==> src/rtl/regfile_pkg.sv <==
// Shared defaults and typedefs for the parametrised register file with scoreboard.
package regfile_pkg;

  localparam int unsigned REG_DATA_W = 32;
  localparam int unsigned REG_DEPTH  = 32;
  localparam int unsigned REG_NUM_RD = 2;
  localparam int unsigned REG_ADDR_W = $clog2(REG_DEPTH);

  typedef logic [REG_ADDR_W-1:0] reg_idx_t;
  typedef logic [REG_DATA_W-1:0] reg_data_t;

endpackage

==> src/rtl/regfile_scoreboard_if.sv <==
// Writeback / issue / read bus of the register file; master is the pipeline, slave the regfile.
interface regfile_scoreboard_if
  import regfile_pkg::*;
#(
  parameter int unsigned DATA_W = REG_DATA_W,
  parameter int unsigned DEPTH  = REG_DEPTH,
  parameter int unsigned ADDR_W = $clog2(DEPTH),
  parameter int unsigned NUM_RD = REG_NUM_RD
);

  logic                     ctrl_writeEnable;
  logic [ADDR_W-1:0]        ctrl_writeReg;
  logic [DATA_W-1:0]        data_writeReg;
  logic                     ctrl_issueEnable;
  logic [ADDR_W-1:0]        ctrl_issueReg;
  logic [NUM_RD*ADDR_W-1:0] ctrl_readReg;
  logic [NUM_RD*DATA_W-1:0] data_readReg;
  logic [NUM_RD-1:0]        busy_readReg;
  logic [ADDR_W:0]          busy_count;

  modport master (
    output ctrl_writeEnable, ctrl_writeReg, data_writeReg,
    output ctrl_issueEnable, ctrl_issueReg, ctrl_readReg,
    input  data_readReg, busy_readReg, busy_count
  );

  modport slave (
    input  ctrl_writeEnable, ctrl_writeReg, data_writeReg,
    input  ctrl_issueEnable, ctrl_issueReg, ctrl_readReg,
    output data_readReg, busy_readReg, busy_count
  );

endinterface

==> src/rtl/regfile_read_port.sv <==
// One combinational read port: index mux, r0 override and optional write bypass.
// Bypass is compiled in when REGFILE_BYPASS_EN is defined.
module regfile_read_port
  import regfile_pkg::*;
#(
  parameter int unsigned DATA_W = REG_DATA_W,
  parameter int unsigned DEPTH  = REG_DEPTH,
  parameter int unsigned ADDR_W = $clog2(DEPTH)
) (
  input  logic [DEPTH-1:0][DATA_W-1:0] regData,
  input  logic [DEPTH-1:0]             busyBits,
  input  logic [ADDR_W-1:0]            rdIdx,
  input  logic                         wrEn,
  input  logic [ADDR_W-1:0]            wrIdx,
  input  logic [DATA_W-1:0]            wrData,
  input  logic                         isEn,
  input  logic [ADDR_W-1:0]            isIdx,
  output logic [DATA_W-1:0]            rdData_c,
  output logic                         rdBusy_c
);

  always_comb begin
    rdData_c = regData[rdIdx];
    rdBusy_c = busyBits[rdIdx];
`ifdef REGFILE_BYPASS_EN
    // Forward the in-flight write; a same-cycle issue to this register keeps it busy.
    if (wrEn && (wrIdx == rdIdx)) begin
      rdData_c = wrData;
      rdBusy_c = isEn && (isIdx == rdIdx);
    end
`endif
    if (rdIdx == '0) begin
      rdData_c = '0;
      rdBusy_c = 1'b0;
    end
  end

`ifndef REGFILE_BYPASS_EN
  logic unusedBypass;
  assign unusedBypass = ^{wrEn, wrIdx, wrData, isEn, isIdx};
`endif

endmodule

==> src/rtl/regfile_scoreboard.sv <==
// Parametrised register file with per-register busy scoreboard and busy counter.
// Optional write-to-read bypass under REGFILE_BYPASS_EN.
module regfile_scoreboard
  import regfile_pkg::*;
#(
  parameter int unsigned DATA_W = REG_DATA_W,
  parameter int unsigned DEPTH  = REG_DEPTH,
  parameter int unsigned ADDR_W = $clog2(DEPTH),
  parameter int unsigned NUM_RD = REG_NUM_RD
) (
  input logic                  clock,
  input logic                  ctrl_reset_n,
  regfile_scoreboard_if.slave  rf
);

  logic [DEPTH-1:0][DATA_W-1:0] regData;
  logic [DEPTH-1:0]             busyBits;
  logic [ADDR_W:0]              busyCount;
  logic                         wrValid;
  logic                         isValid;
  logic                         setBusy;
  logic                         clrBusy;

  // Counter deltas: a same-register issue overrides the write's clear.
  always_comb begin
    wrValid = rf.ctrl_writeEnable && (rf.ctrl_writeReg != '0);
    isValid = rf.ctrl_issueEnable && (rf.ctrl_issueReg != '0);
    setBusy = isValid && !busyBits[rf.ctrl_issueReg];
    clrBusy = wrValid && busyBits[rf.ctrl_writeReg] &&
              !(isValid && (rf.ctrl_issueReg == rf.ctrl_writeReg));
  end

  always_ff @(posedge clock or negedge ctrl_reset_n) begin
    if (!ctrl_reset_n) begin
      regData   <= '0;
      busyBits  <= '0;
      busyCount <= '0;
    end else begin
      if (wrValid) begin
        regData[rf.ctrl_writeReg]  <= rf.data_writeReg;
        busyBits[rf.ctrl_writeReg] <= 1'b0;
      end
      if (isValid) begin
        busyBits[rf.ctrl_issueReg] <= 1'b1;
      end
      busyCount <= busyCount + (ADDR_W+1)'(setBusy) - (ADDR_W+1)'(clrBusy);
    end
  end

  assign rf.busy_count = busyCount;

  for (genvar k = 0; k < NUM_RD; k++) begin : g_rd
    regfile_read_port #(
      .DATA_W(DATA_W),
      .DEPTH (DEPTH),
      .ADDR_W(ADDR_W)
    ) u_port (
      .regData (regData),
      .busyBits(busyBits),
      .rdIdx   (rf.ctrl_readReg[k*ADDR_W +: ADDR_W]),
      .wrEn    (wrValid),
      .wrIdx   (rf.ctrl_writeReg),
      .wrData  (rf.data_writeReg),
      .isEn    (isValid),
      .isIdx   (rf.ctrl_issueReg),
      .rdData_c(rf.data_readReg[k*DATA_W +: DATA_W]),
      .rdBusy_c(rf.busy_readReg[k])
    );
  end

endmodule
==> src/flat_wrapper.sv <==
// flat-port wrapper written by rule: the top's interface ports become plain ports
module regfile_scoreboard_flat import regfile_pkg::*;
#(
  parameter int unsigned DATA_W = REG_DATA_W,
  parameter int unsigned DEPTH  = REG_DEPTH,
  parameter int unsigned ADDR_W = $clog2(DEPTH),
  parameter int unsigned NUM_RD = REG_NUM_RD
)
  (clock, ctrl_reset_n, rf_ctrl_writeEnable, rf_ctrl_writeReg, rf_data_writeReg, rf_ctrl_issueEnable, rf_ctrl_issueReg, rf_ctrl_readReg, rf_data_readReg, rf_busy_readReg, rf_busy_count);
  regfile_scoreboard_if #(.DATA_W(DATA_W), .DEPTH(DEPTH), .ADDR_W(ADDR_W), .NUM_RD(NUM_RD)) rf_i ();
  input logic clock;
  input logic ctrl_reset_n;
  input wire logic [$bits(rf_i.ctrl_writeEnable)-1:0] rf_ctrl_writeEnable;
  input wire logic [$bits(rf_i.ctrl_writeReg)-1:0] rf_ctrl_writeReg;
  input wire logic [$bits(rf_i.data_writeReg)-1:0] rf_data_writeReg;
  input wire logic [$bits(rf_i.ctrl_issueEnable)-1:0] rf_ctrl_issueEnable;
  input wire logic [$bits(rf_i.ctrl_issueReg)-1:0] rf_ctrl_issueReg;
  input wire logic [$bits(rf_i.ctrl_readReg)-1:0] rf_ctrl_readReg;
  output wire logic [$bits(rf_i.data_readReg)-1:0] rf_data_readReg;
  output wire logic [$bits(rf_i.busy_readReg)-1:0] rf_busy_readReg;
  output wire logic [$bits(rf_i.busy_count)-1:0] rf_busy_count;
  assign rf_i.ctrl_writeEnable = rf_ctrl_writeEnable;
  assign rf_i.ctrl_writeReg = rf_ctrl_writeReg;
  assign rf_i.data_writeReg = rf_data_writeReg;
  assign rf_i.ctrl_issueEnable = rf_ctrl_issueEnable;
  assign rf_i.ctrl_issueReg = rf_ctrl_issueReg;
  assign rf_i.ctrl_readReg = rf_ctrl_readReg;
  assign rf_data_readReg = rf_i.data_readReg;
  assign rf_busy_readReg = rf_i.busy_readReg;
  assign rf_busy_count = rf_i.busy_count;
  regfile_scoreboard #(.DATA_W(DATA_W), .DEPTH(DEPTH), .ADDR_W(ADDR_W), .NUM_RD(NUM_RD)) u_core (.clock(clock), .ctrl_reset_n(ctrl_reset_n), .rf(rf_i));
endmodule
==> config.mk <==
export PLATFORM = sky130hd
export DESIGN_NAME = regfile_scoreboard_flat
export DESIGN_NICKNAME = d
export VERILOG_FILES = /design/src/rtl/regfile_pkg.sv /design/src/rtl/regfile_scoreboard_if.sv /design/src/rtl/regfile_read_port.sv /design/src/rtl/regfile_scoreboard.sv /design/src/flat_wrapper.sv
export SDC_FILE = /design/constraint.sdc
export NUM_CORES = 2
export LEC_CHECK = 0
export BUFFER_PORTS_ARGS = -buffer_cell sky130_fd_sc_hd__buf_2
export CAP_MARGIN = 20
export CELL_PAD_IN_SITES_DETAIL_PLACEMENT = 0
export CELL_PAD_IN_SITES_GLOBAL_PLACEMENT = 1
export CORE_UTILIZATION = 25
export CTS_BUF_LIST = sky130_fd_sc_hd__clkbuf_4
export DETAILED_ROUTE_END_ITERATION = 10
export PLACE_DENSITY_LB_ADDON = 0.1
export SKIP_CTS_REPAIR_TIMING = 1
export SLEW_MARGIN = 0
export SYNTH_ARGS = -nofsm -noshare
export SYNTH_HDL_FRONTEND = slang
export SYNTH_SLANG_ARGS = --single-unit
==> constraint.sdc <==
create_clock -name clock -period 4.05 [get_ports clock]
set_input_delay 0.6075 -clock clock [delete_from_list [all_inputs] [get_ports clock]]
set_output_delay 0.6075 -clock clock [all_outputs]
set_load 0.01 [all_outputs]
==> results.ini <==
[route]
wl_mm=237.7
dr.first_iter.drc_count=2499
firstDrtPassIters=5
ant_nets=0
route.detailed.drc=0
wl_per_cell_um=32.01
vias=38560
drt-vias-per-instance=5.193

[worst_setup_path]
crit_arrival_ns=3.30
slowest_stage=a211oi_1
r2r_start=u_core.busyBits[19]
regToRegSetupSlack_ns=0.79
startpoint_type=flip-flop
worst_r2r_path_depth=11
critical_path.max_fanout=3
endpoint_kind=output pin
critPathRequiredTime_ns=3.44
worst-path-buf-inv=2
critPathTopFamily=compound AO/OA/AOI/OAI gates
cpPeakStageDelay_ns=0.58
path_class=flip-flop to output pin
rr_endpoint=u_core.rf.busy_count[4]
crit_chain=mux4_2 -> nor2b_1 -> a211oi_1 -> a311oi_1 -> buf_4 -> buf_2
crit_cells=6

[floorplanning]
dieArea_um2=231700
initial_utilization_pct=25.20
core_um2=227900
row_count=175
ios=128
die_y_um=481.3
chipWidth_um=481.3

[sta]
finalCritPeriodShare_pct=96.42
slew_headroom_pct=28.92
hold_viol_final=0
fmax_ghz=0.2561
setup_tns_ns=0
hold_slack_ns=0.09684
setup_viol=0
setup_ws_ns=0.1451
fin_skew_ns=0.08677
final_max_slew_viol_count=0
tightestPinTransition_ns=1.066
period_minus_slack_ns=3.905

[power]
p_switching_w=0.009659
ir_drop_mv=0.1652
swShare_pct=30.21
p_per_area_nw_per_um2=475.2
clkPwrFrac_pct=33.9
cell_internal_pwr_w=0.02231
p_leak_nw=28.93
seqPwrFrac_pct=44.5
p_comb_share_pct=21.6

[final_layout]
seqCellArea_um2=26580
area_growth_pct=17.11
n_fill_cell=23050
layout_common_cells=1062 x dfrtp_1, 1006 x mux2_2, 503 x clkbuf_4, 476 x mux4_2, 191 x buf_4
nets=4267
multi_input_area_um2=28810
drive_above_1_share_pct=55.42
utilization_pct=29.51
instances_no_fill=7425
final_common_cell=dfrtp_1

[synthesis]
synth.distinct_cells=56
synth_seq_cells=1062
synthCells=3869
synth_edf_count=0
synthArstFlopShare_pct=100.0
ys_seq_area_share_pct=46.27
ys_warn_count=0
synthFlopType=dfrtp_1
synth_area_um2=57440
syn_avg_cell_area_um2=14.85
synth_nets=3932

[run_status]
status=completed

[grt]
grt_pass1_wl_mm=334.7
grt_max_degree=95
first_global_vias=40370
antenna_found_initial=14
overflow=0
track_usage_pct=20.57

[clocking]
cts_root_buffer=clkbuf_4
clk_pin_slew_ns=0.07
cts_tree=done
clock-sinks=1062
clk_path_buf_depth=4
clock_latency_ns=1.36
numCtsBuffers=351
h-tree-depth=5

[run]
maxCapViolations=0

[placed_design]
place.gp.congestion=0.7572
dpl.cell_count=6811
dp_hpwl_mm=144.8
io_buffer_count=127
dp_slack_ns=0.2349

[hold_path]
hold_path_class=primary input to async pin

==> cell families after synthesis <==
kind of cell | after synthesis | share of synthesized area [%]
mux | 1667 | 41.72
flops | 1062 | 46.27
buf+inv | 464 | 4.028
compound gates | 441 | 5.496
simple gates | 219 | 2.183
xor+xnor | 9 | 0.1372
fa+ha+maj | 7 | 0.1656
==> cell type report <==
cell class	instances	share of cell area, %
well taps	3009	5.597
inverters	11	0.07626
clock inverters	50	0.3274
repair buffers	435	6.016
clock buffers	502	5.603
flip-flops and latches	1062	39.51
diodes	13	0.04836
multi-input cells	2343	42.82
==> worst max path at each step <==
stage | end | slack (ns) | start
2_1_floorplan | u_core.rf.busy_count[4] | 0.82 | rf_ctrl_writeReg[0]
3_5_place_dp | rf_data_readReg[2] | 0.23 | rf_ctrl_readReg[1]
6_report | rf_data_readReg[50] | 0.15 | u_core.regData[18]
5_1_grt | rf_data_readReg[34] | -0.02 | u_core.regData[98]
3_3_place_gp | rf_data_readReg[18] | 0.19 | rf_ctrl_readReg[1]
4_1_cts | rf_data_readReg[2] | -0.20 | u_core.regData[738]
==> worst min-delay path: stages <==
cell           delay, ns
dlygate4sd3_1       0.57
buf_8               0.34
buf_12              0.34
==> metrics by stage <==
stage                     area [um2]  total power (W)
final                          67270          0.03197
after CTS                      66710          0.03251
after global routing           67250          0.03387
after detailed placement       62720          0.02131
after global placement         62720          0.02123
after floorplan                57440          0.01879
==> flip-flops by register name, summed over array words and instances (netlist names) <==
signal and count:
u_core.busyBits 32, u_core.regData 1024, u_core.rf.busy_count 6
==> synth_stat cells, types with 16 or more instances <==
cell / n / area (um2)
clkbuf_1: 213 / 799.5
o2111ai_1: 19 / 166.4
buf_4: 99 / 743.2
nor2b_1: 76 / 475.5
mux4_2: 476 / 10720
o21ai_1: 18 / 90.09
buf_2: 130 / 650.6
mux2i_1: 133 / 1331
a22oi_1: 70 / 525.5
mux2_2: 1006 / 11330
o21ai_0: 119 / 595.6
nor2_2: 16 / 100.1
dfrtp_1: 1062 / 26580
a311oi_1: 67 / 586.8
a211oi_1: 66 / 495.5
mux2_1: 52 / 585.6
nand2_1: 57 / 214.0
a221oi_1: 48 / 420.4
==> power by group through the flow <==
stage / sequential (W) / combinational (W) / clock, W
2_1_floorplan: 0.0138 / 0.00501 / 0
3_5_place_dp: 0.0144 / 0.00694 / 0
6_report: 0.0142 / 0.00691 / 0.0108
5_1_grt: 0.0145 / 0.00746 / 0.0119
3_3_place_gp: 0.0143 / 0.00690 / 0
4_1_cts: 0.0142 / 0.00696 / 0.0114
==> per-layer routing <==
layer / share of wire (%) / global-route usage, % / up-vias
met1: 48 / 29.76 / 21230
met3: 4.3 / 3.520 / 343
li1: - / - / 15940
met2: 45 / 31.61 / 1043
met4: 2.1 / 5.303 / 4
met5: 0.0097 / 0 / -
Power figures use the tool's default switching activity.
